--- src/rtl/cordic_dispatch_if.sv ---
// Job/result handshake bundle between the AXI-lite bus manager (master)
// and the CORDIC job dispatcher (slave).
interface cordic_dispatch_if #(
  parameter int DATA_WIDTH = 32,
  parameter int TAG_WIDTH  = 4
);
  logic                  job_valid;
  logic                  job_ready;
  logic [DATA_WIDTH-1:0] job_x;
  logic [DATA_WIDTH-1:0] job_y;
  logic [DATA_WIDTH-1:0] job_z;
  logic [1:0]            job_mode;
  logic                  res_valid;
  logic                  res_ready;
  logic [DATA_WIDTH-1:0] res_x;
  logic [DATA_WIDTH-1:0] res_y;
  logic [DATA_WIDTH-1:0] res_z;
  logic [TAG_WIDTH-1:0]  res_tag;

  modport master (
    output job_valid, job_x, job_y, job_z, job_mode, res_ready,
    input  job_ready, res_valid, res_x, res_y, res_z, res_tag
  );

  modport slave (
    input  job_valid, job_x, job_y, job_z, job_mode, res_ready,
    output job_ready, res_valid, res_x, res_y, res_z, res_tag
  );
endinterface

--- src/rtl/cordic_dispatch.sv ---
// Round-robin job dispatcher for NUM_CORES CORDIC cores with tagged result FIFO.
// Optional perf counters (perf_jobs/perf_busy/perf_clear) under CORDIC_DISPATCH_PERF_EN.
module cordic_dispatch #(
  parameter int NUM_CORES  = 2,
  parameter int DATA_WIDTH = 32,
  parameter int FIFO_DEPTH = 8,
  parameter int TAG_WIDTH  = 4
) (
  input  logic                            S_AXI_ACLK,
  input  logic                            S_AXI_ARESETN,
  cordic_dispatch_if.slave                bus,
  output logic [NUM_CORES-1:0]            core_start,
  output logic [NUM_CORES*DATA_WIDTH-1:0] core_x,
  output logic [NUM_CORES*DATA_WIDTH-1:0] core_y,
  output logic [NUM_CORES*DATA_WIDTH-1:0] core_z,
  output logic [NUM_CORES*2-1:0]          core_mode,
  input  logic [NUM_CORES-1:0]            core_done,
  input  logic [NUM_CORES*DATA_WIDTH-1:0] core_rx,
  input  logic [NUM_CORES*DATA_WIDTH-1:0] core_ry,
  input  logic [NUM_CORES*DATA_WIDTH-1:0] core_rz,
  input  logic                            irq_en,
  input  logic [$clog2(FIFO_DEPTH):0]     irq_threshold,
  output logic                            interrupt,
  output logic [$clog2(FIFO_DEPTH):0]     out_count,
  output logic                            err_spurious,
  input  logic                            err_clear
`ifdef CORDIC_DISPATCH_PERF_EN
  ,
  output logic [31:0]                     perf_jobs,
  output logic [31:0]                     perf_busy,
  input  logic                            perf_clear
`endif
);

  localparam int AW = $clog2(FIFO_DEPTH);
  localparam int CW = AW + 1;
  localparam int IW = (NUM_CORES > 1) ? $clog2(NUM_CORES) : 1;

  typedef enum logic [1:0] {IDLE, BUSY, HOLD} core_state_e;

  core_state_e           state   [NUM_CORES];
  logic [TAG_WIDTH-1:0]  core_tag[NUM_CORES];
  logic [DATA_WIDTH-1:0] hold_x  [NUM_CORES];
  logic [DATA_WIDTH-1:0] hold_y  [NUM_CORES];
  logic [DATA_WIDTH-1:0] hold_z  [NUM_CORES];

  logic [DATA_WIDTH-1:0] in_x[FIFO_DEPTH], in_y[FIFO_DEPTH], in_z[FIFO_DEPTH];
  logic [1:0]            in_mode[FIFO_DEPTH];
  logic [TAG_WIDTH-1:0]  in_tag[FIFO_DEPTH];
  logic [AW-1:0]         in_wp, in_rp;
  logic [CW-1:0]         in_count;

  logic [DATA_WIDTH-1:0] out_x[FIFO_DEPTH], out_y[FIFO_DEPTH], out_z[FIFO_DEPTH];
  logic [TAG_WIDTH-1:0]  out_tag[FIFO_DEPTH];
  logic [AW-1:0]         out_wp, out_rp;

  logic [TAG_WIDTH-1:0]  tag_ctr;
  logic [IW-1:0]         rr, rr_next, scan_idx, disp_idx, col_idx;
  logic                  disp_found, col_found, dispatch, in_push;
  logic                  out_push, out_pop, spurious;
  logic [NUM_CORES-1:0]  busy_vec;

  assign bus.job_ready = (in_count != CW'(FIFO_DEPTH));
  assign in_push       = bus.job_valid && bus.job_ready;
  assign dispatch      = (in_count != '0) && disp_found;
  assign rr_next       = IW'((32'(disp_idx) + 1) % NUM_CORES);

  assign bus.res_valid = (out_count != '0);
  assign bus.res_x     = out_x[out_rp];
  assign bus.res_y     = out_y[out_rp];
  assign bus.res_z     = out_z[out_rp];
  assign bus.res_tag   = out_tag[out_rp];
  assign out_pop       = bus.res_valid && bus.res_ready;
  // Full is judged on the current count, so a same-cycle pop never makes room.
  assign out_push      = col_found && (out_count != CW'(FIFO_DEPTH));

  always_comb begin
    disp_found = 1'b0;
    disp_idx   = '0;
    scan_idx   = '0;
    for (int unsigned k = 0; k < NUM_CORES; k++) begin
      scan_idx = IW'((32'(rr) + k) % NUM_CORES);
      if (!disp_found && state[scan_idx] == IDLE) begin
        disp_found = 1'b1;
        disp_idx   = scan_idx;
      end
    end
  end

  always_comb begin
    col_found = 1'b0;
    col_idx   = '0;
    busy_vec  = '0;
    spurious  = 1'b0;
    for (int unsigned i = 0; i < NUM_CORES; i++) begin
      busy_vec[i] = (state[i] == BUSY);
      if (core_done[i] && state[i] != BUSY) spurious = 1'b1;
      if (!col_found && state[i] == HOLD) begin
        col_found = 1'b1;
        col_idx   = IW'(i);
      end
    end
  end

  always_ff @(posedge S_AXI_ACLK) begin
    if (in_push) begin
      in_x[in_wp]    <= bus.job_x;
      in_y[in_wp]    <= bus.job_y;
      in_z[in_wp]    <= bus.job_z;
      in_mode[in_wp] <= bus.job_mode;
      in_tag[in_wp]  <= tag_ctr;
    end
    if (out_push) begin
      out_x[out_wp]   <= hold_x[col_idx];
      out_y[out_wp]   <= hold_y[col_idx];
      out_z[out_wp]   <= hold_z[col_idx];
      out_tag[out_wp] <= core_tag[col_idx];
    end
  end

  always_ff @(posedge S_AXI_ACLK or negedge S_AXI_ARESETN) begin
    if (!S_AXI_ARESETN) begin
      in_wp        <= '0;
      in_rp        <= '0;
      in_count     <= '0;
      out_wp       <= '0;
      out_rp       <= '0;
      out_count    <= '0;
      tag_ctr      <= '0;
      rr           <= '0;
      core_start   <= '0;
      core_x       <= '0;
      core_y       <= '0;
      core_z       <= '0;
      core_mode    <= '0;
      interrupt    <= 1'b0;
      err_spurious <= 1'b0;
      for (int unsigned i = 0; i < NUM_CORES; i++) begin
        state[i]    <= IDLE;
        core_tag[i] <= '0;
        hold_x[i]   <= '0;
        hold_y[i]   <= '0;
        hold_z[i]   <= '0;
      end
    end else begin
      core_start <= '0;
      if (in_push) begin
        in_wp   <= in_wp + 1'b1;
        tag_ctr <= tag_ctr + 1'b1;
      end
      if (dispatch) begin
        in_rp <= in_rp + 1'b1;
        rr    <= rr_next;
      end
      in_count <= in_count + CW'(in_push) - CW'(dispatch);

      for (int unsigned i = 0; i < NUM_CORES; i++) begin
        case (state[i])
          IDLE: if (dispatch && disp_idx == IW'(i)) begin
            state[i]                               <= BUSY;
            core_tag[i]                            <= in_tag[in_rp];
            core_start[i]                          <= 1'b1;
            core_x[i*DATA_WIDTH +: DATA_WIDTH]     <= in_x[in_rp];
            core_y[i*DATA_WIDTH +: DATA_WIDTH]     <= in_y[in_rp];
            core_z[i*DATA_WIDTH +: DATA_WIDTH]     <= in_z[in_rp];
            core_mode[i*2 +: 2]                    <= in_mode[in_rp];
          end
          BUSY: if (core_done[i]) begin
            state[i]  <= HOLD;
            hold_x[i] <= core_rx[i*DATA_WIDTH +: DATA_WIDTH];
            hold_y[i] <= core_ry[i*DATA_WIDTH +: DATA_WIDTH];
            hold_z[i] <= core_rz[i*DATA_WIDTH +: DATA_WIDTH];
          end
          HOLD: if (out_push && col_idx == IW'(i)) state[i] <= IDLE;
          default: state[i] <= IDLE;
        endcase
      end

      if (out_push) out_wp <= out_wp + 1'b1;
      if (out_pop)  out_rp <= out_rp + 1'b1;
      out_count <= out_count + CW'(out_push) - CW'(out_pop);

      interrupt <= irq_en && (irq_threshold != '0) && (out_count >= irq_threshold);

      if (spurious)       err_spurious <= 1'b1;
      else if (err_clear) err_spurious <= 1'b0;
    end
  end

`ifdef CORDIC_DISPATCH_PERF_EN
  always_ff @(posedge S_AXI_ACLK or negedge S_AXI_ARESETN) begin
    if (!S_AXI_ARESETN) begin
      perf_jobs <= '0;
      perf_busy <= '0;
    end else if (perf_clear) begin
      perf_jobs <= '0;
      perf_busy <= '0;
    end else begin
      if (out_push && perf_jobs != '1) perf_jobs <= perf_jobs + 1'b1;
      if ((|busy_vec) && perf_busy != '1) perf_busy <= perf_busy + 1'b1;
    end
  end
`endif

endmodule
--- src/flat_wrapper.sv ---
// flat-port wrapper written by rule: the top's interface ports become plain ports
module cordic_dispatch_flat 
#(
  parameter int NUM_CORES  = 2,
  parameter int DATA_WIDTH = 32,
  parameter int FIFO_DEPTH = 8,
  parameter int TAG_WIDTH  = 4
)
  (S_AXI_ACLK, S_AXI_ARESETN, core_start, core_x, core_y, core_z, core_mode, core_done, core_rx, core_ry, core_rz, irq_en, irq_threshold, interrupt, out_count, err_spurious, err_clear, bus_job_valid, bus_job_x, bus_job_y, bus_job_z, bus_job_mode, bus_res_ready, bus_job_ready, bus_res_valid, bus_res_x, bus_res_y, bus_res_z, bus_res_tag);
  cordic_dispatch_if #(.DATA_WIDTH(DATA_WIDTH), .TAG_WIDTH(TAG_WIDTH)) bus_i ();
  input  logic S_AXI_ACLK;
  input  logic S_AXI_ARESETN;
  output logic [NUM_CORES-1:0] core_start;
  output logic [NUM_CORES*DATA_WIDTH-1:0] core_x;
  output logic [NUM_CORES*DATA_WIDTH-1:0] core_y;
  output logic [NUM_CORES*DATA_WIDTH-1:0] core_z;
  output logic [NUM_CORES*2-1:0] core_mode;
  input  logic [NUM_CORES-1:0] core_done;
  input  logic [NUM_CORES*DATA_WIDTH-1:0] core_rx;
  input  logic [NUM_CORES*DATA_WIDTH-1:0] core_ry;
  input  logic [NUM_CORES*DATA_WIDTH-1:0] core_rz;
  input  logic irq_en;
  input  logic [$clog2(FIFO_DEPTH):0] irq_threshold;
  output logic interrupt;
  output logic [$clog2(FIFO_DEPTH):0] out_count;
  output logic err_spurious;
  input  logic err_clear;
  input wire logic [$bits(bus_i.job_valid)-1:0] bus_job_valid;
  input wire logic [$bits(bus_i.job_x)-1:0] bus_job_x;
  input wire logic [$bits(bus_i.job_y)-1:0] bus_job_y;
  input wire logic [$bits(bus_i.job_z)-1:0] bus_job_z;
  input wire logic [$bits(bus_i.job_mode)-1:0] bus_job_mode;
  input wire logic [$bits(bus_i.res_ready)-1:0] bus_res_ready;
  output wire logic [$bits(bus_i.job_ready)-1:0] bus_job_ready;
  output wire logic [$bits(bus_i.res_valid)-1:0] bus_res_valid;
  output wire logic [$bits(bus_i.res_x)-1:0] bus_res_x;
  output wire logic [$bits(bus_i.res_y)-1:0] bus_res_y;
  output wire logic [$bits(bus_i.res_z)-1:0] bus_res_z;
  output wire logic [$bits(bus_i.res_tag)-1:0] bus_res_tag;
  assign bus_i.job_valid = bus_job_valid;
  assign bus_i.job_x = bus_job_x;
  assign bus_i.job_y = bus_job_y;
  assign bus_i.job_z = bus_job_z;
  assign bus_i.job_mode = bus_job_mode;
  assign bus_i.res_ready = bus_res_ready;
  assign bus_job_ready = bus_i.job_ready;
  assign bus_res_valid = bus_i.res_valid;
  assign bus_res_x = bus_i.res_x;
  assign bus_res_y = bus_i.res_y;
  assign bus_res_z = bus_i.res_z;
  assign bus_res_tag = bus_i.res_tag;
  cordic_dispatch #(.NUM_CORES(NUM_CORES), .DATA_WIDTH(DATA_WIDTH), .FIFO_DEPTH(FIFO_DEPTH), .TAG_WIDTH(TAG_WIDTH)) u_core (.S_AXI_ACLK(S_AXI_ACLK), .S_AXI_ARESETN(S_AXI_ARESETN), .bus(bus_i), .core_start(core_start), .core_x(core_x), .core_y(core_y), .core_z(core_z), .core_mode(core_mode), .core_done(core_done), .core_rx(core_rx), .core_ry(core_ry), .core_rz(core_rz), .irq_en(irq_en), .irq_threshold(irq_threshold), .interrupt(interrupt), .out_count(out_count), .err_spurious(err_spurious), .err_clear(err_clear));
endmodule
--- config.mk ---
export PLATFORM = sky130hd
export DESIGN_NAME = cordic_dispatch_flat
export DESIGN_NICKNAME = d
export VERILOG_FILES = /design/src/rtl/cordic_dispatch_if.sv /design/src/rtl/cordic_dispatch.sv /design/src/flat_wrapper.sv
export SDC_FILE = /design/constraint.sdc
export NUM_CORES = 2
export LEC_CHECK = 0
export CAP_MARGIN = 20
export CORE_ASPECT_RATIO = 1.2
export CORE_MARGIN = 3
export CORE_UTILIZATION = 42
export DETAILED_ROUTE_END_ITERATION = 7
export DONT_BUFFER_PORTS = 1
export PLACE_DENSITY_LB_ADDON = 0.12
export SLEW_MARGIN = 20
export SYNTH_ARGS = -nofsm -noshare
export SYNTH_HDL_FRONTEND = slang
export SYNTH_SLANG_ARGS = --single-unit
export TNS_END_PERCENT = 50
--- constraint.sdc ---
create_clock -name S_AXI_ACLK -period 16 [get_ports S_AXI_ACLK]
set_input_delay 2.4 -clock S_AXI_ACLK [delete_from_list [all_inputs] [get_ports S_AXI_ACLK]]
set_output_delay 2.4 -clock S_AXI_ACLK [all_outputs]
set_load 0.01 [all_outputs]
==> qor.txt <==
Worst hold path class -> flip-flop to flip-flop
WP data required -> 13.60 ns
Initial DRC Count -> 2260
Clk Latency, worst-skew pair -> 0.84 ns
Pre-CTS setup slack -> 9.442 ns
Starting Density -> 42.34%
Core area -> 0.1836 mm2
Met1 Use GR -> 24.46%
Max cap viols -> 0
CTS hold repair buffers -> 0
Syn Area/Cell -> 21.11 um2
Critical Path End -> bus_res_z[21]
Die Area -> 0.1903 mm2
Async SR Flop Fraction -> 20.98%
DR WL/cell -> 27.68 um
Setup bufs post-CTS -> 0
Crit path DAT -> 4.73 ns
Setup TNS -> 0 ns
Slew HR -> 26.88%
R2R depth -> 6
Pwr/cell area -> 205.8 mW/mm2
RSZ-0062 raised after global routing -> false
Port Buffer Count -> 0
Leak Pwr -> 0.02921 uW
Outcome -> complete, no violations
Most used DFF post-synth -> edfxtp_1
Total clock buffers created by CTS -> 202
Post-route ant nets -> 0
GRT Max-Usage Layer -> met2
Worst slew pin tran -> 1.097 ns
Dpl hpwl -> 100900 um
Clk root buf -> clkbuf_16
Post-synthesis sequential area ratio -> 76.25%
DRC Markers -> 0
Final worst setup slack -> 8.870 ns
GRT Util Overall -> 18.59%
Global route overflow -> 0
Post-cts resize count -> 0
Crit Reg-Reg Endpoint -> u_core.core_y[50]
Final Skew -> 0.05812 ns
Crit path from -> u_core.out_rp[0]
Commonest cells after routing, fill and taps aside -> edfxtp_1 (1616), dfrtp_1 (423), mux4_2 (404), mux2_2 (295), nor2_1 (209)
Met3 Usage GRT -> 8.363%
Initial DRT Pass Iterations -> 7
R2R Path Start -> u_core.in_rp[2]
Clk slew on worst S/H paths -> 0.06 ns
H-tree Lvls -> 4
Initial antenna violation count -> 35
Cells after Synth -> 3682
First-pass GRT wire length -> 258100 um
Die height -> 477.2 um
Mapped Nets -> 4007
Share of cells above drive strength 1 -> 28.10%
FF+latch count, synth -> 2045
CTS Sinks -> 2045
Final Net Count -> 4081
CTS tree -> built
Worst-path maximum fanout -> 109
Met2 Track Usage GR -> 28.54%
Max Slew Vio Count -> 0
Via count -> 34660
Commonest non-fill, non-tap cell in the layout -> edfxtp_1
CP Capture Type -> output port
IO Count -> 608
Flop-to-flop setup slack -> 11.33 ns
Vias/cell -> 5.417
FP Rows -> 172
Area Overhead vs Synth -> 12.35%
Critical path class -> flip-flop to output port
Largest net degree at the start of global routing -> 430
Worst IR drop on VDD -> 0.0001982 V
RePlAce Congestion -> 0.7183
Setup crit start kind -> flip-flop
Pwr Total -> 17970 uW
Period utilization -> 44.56%
Die extent in x -> 398.7 um
YS warnings -> 0
Fmax -> 140.2 MHz
CTS Buffer Depth -> 3
Final setup fails -> 0
Number of flops mapped to enable cells by yosys -> 1616
Post-Syn Area -> 0.07772 mm2
Vias in the first global route -> 36660
Synth unique cells -> 35
Crit path time final -> 7.130 ns
Routed Wire Length -> 177100 um
Final Hold Fails -> 0
==> layout make-up <==
class,instances,area (um2)
Antenna cell,29,72.57
Clock buffer,273,5599
Clock inverter,108,1280
Fill cell,15150,96250
Inverter,24,90.09
Multi-Input combinational cell,1421,17330
Sequential cell,2045,59280
Tap cell,2436,3048
Timing Repair Buffer,62,616.8
==> through the flow <==
stage | util (%) | hold WS [ns] | cells | cell area, um2
3_5_place_dp | 43.73 | 0.4860 | 5985 | 80280
2_1_floorplan | - | 0.4718 | 3682 | 77720
3_3_place_gp | 43.73 | 0.4799 | 5985 | 80280
4_1_cts | 47.48 | 0.5000 | 6366 | 87160
5_1_grt | 47.53 | 0.5057 | 6372 | 87250
6_report | 47.57 | 0.4973 | 6398 | 87320
==> critical path: stages (launching register included) <==
cell and delay, ns:
dfrtp_4 0.80, buf_4 0.72, buf_12 0.70, buf_4 0.69, mux4_2 0.57, mux2_2 0.36
==> kinds of logic after synthesis <==
logic type | Yosys count | share of synthesized area [%]
mux | 902 | 18.76
simple gates | 259 | 1.331
buf+inv | 216 | 1.618
fa+ha+maj | 23 | 0.3896
compound gates | 222 | 1.486
flops | 2045 | 76.25
xor+xnor | 15 | 0.1690
==> cells in the mapped netlist (all sizes together), types with 2 or more instances <==
cell type | count | area, um2
nand2b | 9 | 56.30
nand2 | 19 | 71.32
dfrtp | 429 | 10740
a21oi | 206 | 1031
o21ai | 3 | 15.01
nor3 | 8 | 40.04
xnor2 | 10 | 87.58
inv | 24 | 90.08
ha | 21 | 262.8
o21bai | 2 | 15.01
o311a | 2 | 20.02
buf | 150 | 1010
edfxtp | 1616 | 48530
clkbuf | 42 | 157.7
xor2 | 5 | 43.79
mux2i | 102 | 1021
mux2 | 396 | 4459
nand3b | 2 | 15.01
a21o | 5 | 37.54
nor3b | 3 | 22.52
a22oi | 2 | 20.02
nor2 | 214 | 803.3
mux4 | 404 | 9099
fa | 2 | 40.04
==> power by group <==
part / internal, uW / total, uW / switching, uW
clock: 2770 / 4820 / 2040
combinational: 2070 / 5080 / 3010
sequential: 7340 / 8070 / 727
==> routing by layer <==
layer	wire (um)	up-vias
met5	73	-
met1	73650	18520
met2	82040	976
met3	18540	212
met4	2805	12
li1	-	14940
==> sequential cells by signal, summed over array words and instances, names as in the netlist, 4 cells and up <==
register	flops
u_core.core_y	64
u_core.hold_x	64
u_core.core_x	64
u_core.core_z	64
u_core.in_z	256
u_core.out_tag	32
u_core.state	4
u_core.in_mode	16
u_core.in_tag	32
u_core.out_y	256
u_core.core_mode	4
u_core.out_count	4
u_core.in_x	256
u_core.out_x	256
u_core.in_y	256
u_core.core_tag	8
u_core.in_count	4
u_core.hold_y	64
u_core.out_z	256
u_core.hold_z	64
u_core.tag_ctr	4
==> how the worst min path moves through the flow <==
stage | startpoint | end | slack [ns] | depth (start not counted)
6_report | u_core.hold_z[27] | u_core.hold_z[27] | 0.50 | 1
5_1_grt | u_core.hold_y[23] | u_core.hold_y[23] | 0.51 | 1
4_1_cts | u_core.hold_z[10] | u_core.hold_z[10] | 0.50 | 1
3_5_place_dp | u_core.hold_y[10] | u_core.hold_y[10] | 0.49 | 1
3_3_place_gp | u_core.hold_z[27] | u_core.hold_z[27] | 0.48 | 1
2_1_floorplan | u_core.hold_x[0] | u_core.hold_x[0] | 0.47 | 1
(Power assumes the default switching activity.)
